## src/rtl/mc_ctrl_pkg.sv

```systemverilog
// Shared encodings for the multicycle MIPS control unit: FSM states, opcodes, funct codes,
// ALU operations and datapath mux selects.
package mc_ctrl_pkg;

  typedef enum logic [3:0] {
    StIf  = 4'd0,
    StDcd = 4'd1,
    StExr = 4'd2,
    StWbr = 4'd3,
    StExi = 4'd4,
    StWbi = 4'd5,
    StMa  = 4'd6,
    StMr  = 4'd7,
    StWbm = 4'd8,
    StMw  = 4'd9,
    StBr  = 4'd10,
    StJmp = 4'd11
  } state_e;

  localparam logic [5:0] OpRtype = 6'b000000;
  localparam logic [5:0] OpAddiu = 6'b001001;
  localparam logic [5:0] OpOri   = 6'b001101;
  localparam logic [5:0] OpLui   = 6'b001111;
  localparam logic [5:0] OpLw    = 6'b100011;
  localparam logic [5:0] OpSw    = 6'b101011;
  localparam logic [5:0] OpBeq   = 6'b000100;
  localparam logic [5:0] OpJ     = 6'b000010;
  localparam logic [5:0] OpJal   = 6'b000011;

  localparam logic [5:0] FnAddu = 6'b100001;
  localparam logic [5:0] FnSubu = 6'b100011;
  localparam logic [5:0] FnAnd  = 6'b100100;
  localparam logic [5:0] FnOr   = 6'b100101;
  localparam logic [5:0] FnSlt  = 6'b101010;

  localparam logic [2:0] AluAdd = 3'd0;
  localparam logic [2:0] AluSub = 3'd1;
  localparam logic [2:0] AluAnd = 3'd2;
  localparam logic [2:0] AluOr  = 3'd3;
  localparam logic [2:0] AluSlt = 3'd4;
  localparam logic [2:0] AluLui = 3'd5;

  localparam logic [1:0] NpcPc4    = 2'd0;
  localparam logic [1:0] NpcBranch = 2'd1;
  localparam logic [1:0] NpcJump   = 2'd2;

  localparam logic       AluAPc = 1'b0;
  localparam logic       AluARs = 1'b1;

  localparam logic [1:0] AluBRt    = 2'd0;
  localparam logic [1:0] AluBFour  = 2'd1;
  localparam logic [1:0] AluBImm   = 2'd2;
  localparam logic [1:0] AluBBrOff = 2'd3;

  localparam logic [1:0] RegDstRt = 2'd0;
  localparam logic [1:0] RegDstRd = 2'd1;
  localparam logic [1:0] RegDstRa = 2'd2;

  localparam logic [1:0] WdAluOut = 2'd0;
  localparam logic [1:0] WdMdr    = 2'd1;
  localparam logic [1:0] WdPc     = 2'd2;

endpackage

```

## src/rtl/mc_alu_dec.sv

```systemverilog
// Combinational ALU-operation decoder: maps opcode/funct to an ALU code and flags
// whether the instruction is one this control unit supports.
module mc_alu_dec
  import mc_ctrl_pkg::*;
(
  input  logic [5:0] op_i,
  input  logic [5:0] funct_i,
  output logic [2:0] alu_ctl_o,
  output logic       valid_o
);

  always_comb begin
    alu_ctl_o = AluAdd;
    valid_o   = 1'b1;
    case (op_i)
      OpRtype: begin
        case (funct_i)
          FnAddu:  alu_ctl_o = AluAdd;
          FnSubu:  alu_ctl_o = AluSub;
          FnAnd:   alu_ctl_o = AluAnd;
          FnOr:    alu_ctl_o = AluOr;
          FnSlt:   alu_ctl_o = AluSlt;
          default: valid_o   = 1'b0;
        endcase
      end
      OpAddiu, OpLw, OpSw, OpJ, OpJal: alu_ctl_o = AluAdd;
      OpOri:   alu_ctl_o = AluOr;
      OpLui:   alu_ctl_o = AluLui;
      OpBeq:   alu_ctl_o = AluSub;
      default: valid_o   = 1'b0;
    endcase
  end

endmodule

```

## src/rtl/mc_ctrl.sv

```systemverilog
// Multicycle MIPS control FSM; outputs are a decode of the current state.
// Define MC_CTRL_MEM_WAIT_EN to make IF/MR/MW wait for mem_rdy.
module mc_ctrl
  import mc_ctrl_pkg::*;
(
  input  logic       clk,
  input  logic       rst_n,
  input  logic [5:0] op,
  input  logic [5:0] funct,
  input  logic       zero,
  input  logic       mem_rdy,
  output logic       pc_wr,
  output logic       ir_wr,
  output logic       reg_wr,
  output logic       mem_req,
  output logic       mem_wr,
  output logic [1:0] npc_sel,
  output logic       alu_a,
  output logic [1:0] alu_b,
  output logic       ext_z,
  output logic [2:0] alu_ctl,
  output logic [1:0] reg_dst,
  output logic [1:0] wd_sel,
  output logic       instr_err,
  output logic [3:0] state
);

`ifdef MC_CTRL_MEM_WAIT_EN
  localparam bit WaitEn = 1'b1;
`else
  localparam bit WaitEn = 1'b0;
`endif

  state_e     state_q, state_d;
  logic [2:0] dec_alu_ctl;
  logic       dec_valid;
  logic       mem_go;

  mc_alu_dec u_alu_dec (
    .op_i      (op),
    .funct_i   (funct),
    .alu_ctl_o (dec_alu_ctl),
    .valid_o   (dec_valid)
  );

  // Without the wait feature every memory access completes in one cycle.
  assign mem_go = mem_rdy | ~WaitEn;

  always_comb begin
    state_d = state_q;
    case (state_q)
      StIf: if (mem_go) state_d = StDcd;
      StDcd: begin
        case (op)
          OpRtype:               state_d = StExr;
          OpAddiu, OpOri, OpLui: state_d = StExi;
          OpLw, OpSw:            state_d = StMa;
          OpBeq:                 state_d = StBr;
          OpJ, OpJal:            state_d = StJmp;
          default:               state_d = StIf;
        endcase
      end
      StExr:  state_d = dec_valid ? StWbr : StIf;
      StExi:  state_d = StWbi;
      StMa:   state_d = (op == OpLw) ? StMr : StMw;
      StMr:   if (mem_go) state_d = StWbm;
      StMw:   if (mem_go) state_d = StIf;
      default: state_d = StIf;
    endcase
  end

  always_ff @(posedge clk or negedge rst_n) begin
    if (!rst_n) begin
      state_q <= StIf;
    end else begin
      state_q <= state_d;
    end
  end

  always_comb begin
    pc_wr     = 1'b0;
    ir_wr     = 1'b0;
    reg_wr    = 1'b0;
    mem_req   = 1'b0;
    mem_wr    = 1'b0;
    npc_sel   = NpcPc4;
    alu_a     = AluAPc;
    alu_b     = AluBRt;
    ext_z     = 1'b0;
    alu_ctl   = AluAdd;
    reg_dst   = RegDstRt;
    wd_sel    = WdAluOut;
    instr_err = 1'b0;
    case (state_q)
      StIf: begin
        mem_req = 1'b1;
        alu_b   = AluBFour;
        pc_wr   = mem_go;
        ir_wr   = mem_go;
      end
      StDcd: begin
        alu_b     = AluBBrOff;
        instr_err = (op != OpRtype) && !dec_valid;
      end
      StExr: begin
        alu_a     = AluARs;
        alu_ctl   = dec_alu_ctl;
        instr_err = !dec_valid;
      end
      StWbr: begin
        reg_wr  = 1'b1;
        reg_dst = RegDstRd;
      end
      StExi: begin
        alu_a   = AluARs;
        alu_b   = AluBImm;
        alu_ctl = dec_alu_ctl;
        ext_z   = (op == OpOri);
      end
      StWbi: reg_wr = 1'b1;
      StMa: begin
        alu_a = AluARs;
        alu_b = AluBImm;
      end
      StMr: mem_req = 1'b1;
      StWbm: begin
        reg_wr = 1'b1;
        wd_sel = WdMdr;
      end
      StMw: begin
        mem_req = 1'b1;
        mem_wr  = 1'b1;
      end
      StBr: begin
        alu_a   = AluARs;
        alu_ctl = AluSub;
        npc_sel = NpcBranch;
        pc_wr   = zero;
      end
      StJmp: begin
        npc_sel = NpcJump;
        pc_wr   = 1'b1;
        if (op == OpJal) begin
          reg_wr  = 1'b1;
          reg_dst = RegDstRa;
          wd_sel  = WdPc;
        end
      end
      default: ;
    endcase
    // Reset kills every strobe immediately, including those IF would otherwise drive.
    if (!rst_n) begin
      pc_wr     = 1'b0;
      ir_wr     = 1'b0;
      reg_wr    = 1'b0;
      mem_req   = 1'b0;
      mem_wr    = 1'b0;
      npc_sel   = NpcPc4;
      alu_a     = AluAPc;
      alu_b     = AluBRt;
      ext_z     = 1'b0;
      alu_ctl   = AluAdd;
      reg_dst   = RegDstRt;
      wd_sel    = WdAluOut;
      instr_err = 1'b0;
    end
  end

  assign state = state_q;

endmodule

```

## config.mk

```make
export PLATFORM = sky130hd
export DESIGN_NAME = mc_ctrl
export DESIGN_NICKNAME = d
export VERILOG_FILES = /design/src/rtl/mc_ctrl_pkg.sv /design/src/rtl/mc_alu_dec.sv /design/src/rtl/mc_ctrl.sv
export SDC_FILE = /design/constraint.sdc
export NUM_CORES = 1
export LEC_CHECK = 0
export BUFFER_PORTS_ARGS = -buffer_cell sky130_fd_sc_hd__clkbuf_2
export CORE_MARGIN = 3
export CORE_UTILIZATION = 41
export DETAILED_ROUTE_END_ITERATION = 12
export PLACE_DENSITY = 0.77
export SLEW_MARGIN = 20
export SYNTH_ARGS = -nofsm -noshare
export SYNTH_HDL_FRONTEND = slang
export SYNTH_SLANG_ARGS = --single-unit
```

## constraint.sdc

```tcl
create_clock -name clk -period 1.5 [get_ports clk]
set_input_delay 0.225 -clock clk [delete_from_list [all_inputs] [get_ports clk]]
set_output_delay 0.225 -clock clk [all_outputs]
set_load 0.01 [all_outputs]
```

==> impl_metrics.json <==
{
  "final_util_pct": 83.7,
  "ys_warn_count": 0,
  "wire_per_inst_um": 17.2,
  "critical_path_buf_inv_count": 1,
  "slew_headroom_pct": 74.1,
  "nets": 201,
  "start_util_pct": 45.0,
  "gp_congestion": 0.904,
  "detailed_place_hpwl_mm": 2.17,
  "rsz0062_at_grt": "true",
  "drt_iter0_markers": 74,
  "critPathArrivalTime_ns": 1.55,
  "max_stage_delay_ns": 0.48,
  "grt_pass1_wl_mm": 5.03,
  "ys.flop_type": "dfrtp_1",
  "hp-class": "input pin to flip-flop",
  "grt_util_all_layers_pct": 25.4,
  "h-tree-depth": 1,
  "tns_ns": -2.91,
  "root_buffer": "clkbuf_4",
  "vias": 1252,
  "async_flop_share_pct": 100,
  "portBuffers": 37,
  "crit_slowest_cell": "dfrtp_2",
  "antenna_found_initial": 0,
  "fin_crit_ns": 1.77,
  "path_cells": "xnor2_1 > or3_4 > o22ai_2 > buf_2",
  "clk_pin_slew_ns": 0.04,
  "reg2reg_depth": 5,
  "ant_nets": 0,
  "cts_tree": "yes",
  "largest_register_ffs": 4,
  "worstSetupPathType": "flip-flop to output pin",
  "fp-row-count": 15,
  "setup_viol": 19,
  "synth.avg_cell_area_um2": 7.05,
  "drc": 0,
  "whs_ns": 0.466,
  "syn_nets": 131,
  "hold_violations": 0,
  "synthesis.instances": 115,
  "worstMarginPinSlew_ns": 0.383,
  "synth-edff-count": 0,
  "p_leak_uw": 0.000663,
  "netlist_area_um2": 811,
  "hold-path-cell-count": 4,
  "max_freq_mhz": 564,
  "crit_family": "flip-flops",
  "ys_seq_elements": 4,
  "worstSetupEndpointType": "output pin",
  "skew_ns": 0.0112,
  "seq_area_frac_synth_pct": 12.3,
  "worstSkewPairLatency_ns": 0.25,
  "required_ns": 1.27,
  "vias_per_cell": 6.02,
  "drive_gt1_share_pct": 68.3,
  "max-vdd-ir-drop_v": 0.000624,
  "place_area_mm2": 0.00123,
  "antenna_cells": 0,
  "die_w_um": 50.5,
  "violations": "setup timing",
  "cp_max_fo": 7,
  "critPathLaunchType": "flip-flop",
  "design_area_mm2": 0.00151,
  "maxCapViolations": 0,
  "io_pins": 39,
  "clockBufferDepth": 2,
  "fin_crit_sh_pct": 118,
  "yosys.cell_types.count": 52,
  "fin_ws_ns": -0.275,
  "rrSetupSlack_ns": -0.19,
  "die_height_um": 50.5,
  "drt_pass1_iterations": 5,
  "synthToLayoutAreaGrowth_pct": 86.0,
  "grt_pass1_vias": 1153,
  "die-area_mm2": 0.00255,
  "grt_max_degree": 15,
  "path_depth": 4,
  "clkSinkCount": 4,
  "cts_made_buffers": 3,
  "core_mm2": 0.00180,
  "power.density_mw_per_mm2": 789,
  "finalMaxSlewViolations": 0,
  "grt_overflow_total": 0,
  "wl_mm": 3.58,
  "outcome": "complete, but fails checks"
}
layout by cell type (no fill, tap or decap), types with 4 or more instances in the layout:
| cell type | n |
|---|---|
| dfrtp_2 | 4 |
| nand2_1 | 12 |
| nor3b_1 | 4 |
| buf_4 | 34 |
| nor2_1 | 6 |
| clkbuf_2 | 26 |
| buf_2 | 7 |
| buf_6 | 8 |
worst register-to-register path, cell delays in order (launching register included):
cell and delay (ns):
dfrtp_2 0.46, buf_4 0.18, or4_4 0.54, a211oi_4 0.18
o21ai_1 0.08, a21oi_1 0.17
report_power, final:
group | internal [uW] | total (uW) | switching, uW
logic | 420 | 819 | 399
clock network | 90.0 | 141 | 51.4
registers | 134 | 230 | 95.3
final cells by class:
cell class | count | area [um2]
multi-input cells | 97 | 817
repair buffers | 76 | 520
fillers | 113 | 294
flip-flops and latches | 4 | 105
well taps | 25 | 31.3
clock buffers | 3 | 22.5
inverters | 3 | 11.3
Yosys cell counts (2+ instances only):
cell	count	share of area, %
dfrtp_1	4	12
buf_2	3	1.9
nand3_2	2	2.5
nand3_1	3	1.9
nand2_1	13	6.0
buf_4	2	1.9
inv_1	3	1.4
nand2b_1	2	1.5
nor3b_1	5	4.6
nor4_1	2	1.5
a211oi_1	3	2.8
a21oi_1	7	4.3
clkbuf_1	5	2.3
nor3_1	4	2.5
o22ai_1	2	1.5
a2bb2oi_1	2	2.2
nor2_1	11	5.1
mux2_2	3	4.2
and4b_1	2	2.5
nor2b_1	2	1.5
o21ai_0	4	2.5
final timing paths:
path | startpoint | endpoint
hold / removal | funct[5] | state[0]$_DFF_PN0_
hold reg to reg | state[3]$_DFF_PN0_ | state[2]$_DFF_PN0_
setup / recovery | state[2]$_DFF_PN0_ | alu_ctl[0]
max in group asynchronous | rst_n | state[0]$_DFF_PN0_
setup reg to reg | state[1]$_DFF_PN0_ | state[3]$_DFF_PN0_
min in group asynchronous | rst_n | state[2]$_DFF_PN0_
routing by layer:
| metal | share of wire [%] | track usage [%] |
|---|---|---|
| met4 | 4.1 | 10.3 |
| met5 | 0 | 0 |
| met1 | 36 | 27.5 |
| met2 | 53 | 47.6 |
| met3 | 6.5 | 4.75 |
timing repair:
action | CTS | global route
setup endpoints to repair | 20 | 22
pin swaps | 7 | 6
endpoints found under the hold margin | 4 | 0
hold buffers | 1 | 0
gates resized for setup | 22 | 32
setup buffers | 7 | 5
per-stage QoR:
step           worst slack [ns]  power (uW)  cells
2_1_floorplan           -0.0888         533    115
3_3_place_gp             -0.126         749    193
3_5_place_dp             -0.147         777    193
4_1_cts                  -0.210        1020    203
5_1_grt                  -0.327        1260    208
6_report                 -0.275        1190    208
cells by family (layout without fill, tap and decap cells):
kind of cell / after synthesis / count (layout) / synth area share (%)
compound gates: 28 / 28 / 24.4
flops: 4 / 4 / 12.3
xor+xnor: 2 / 2 / 2.16
simple gates: 63 / 63 / 47.8
mux: 4 / 4 / 5.40
buf+inv: 14 / 82 / 7.87
Power figures use the tool's default switching activity.
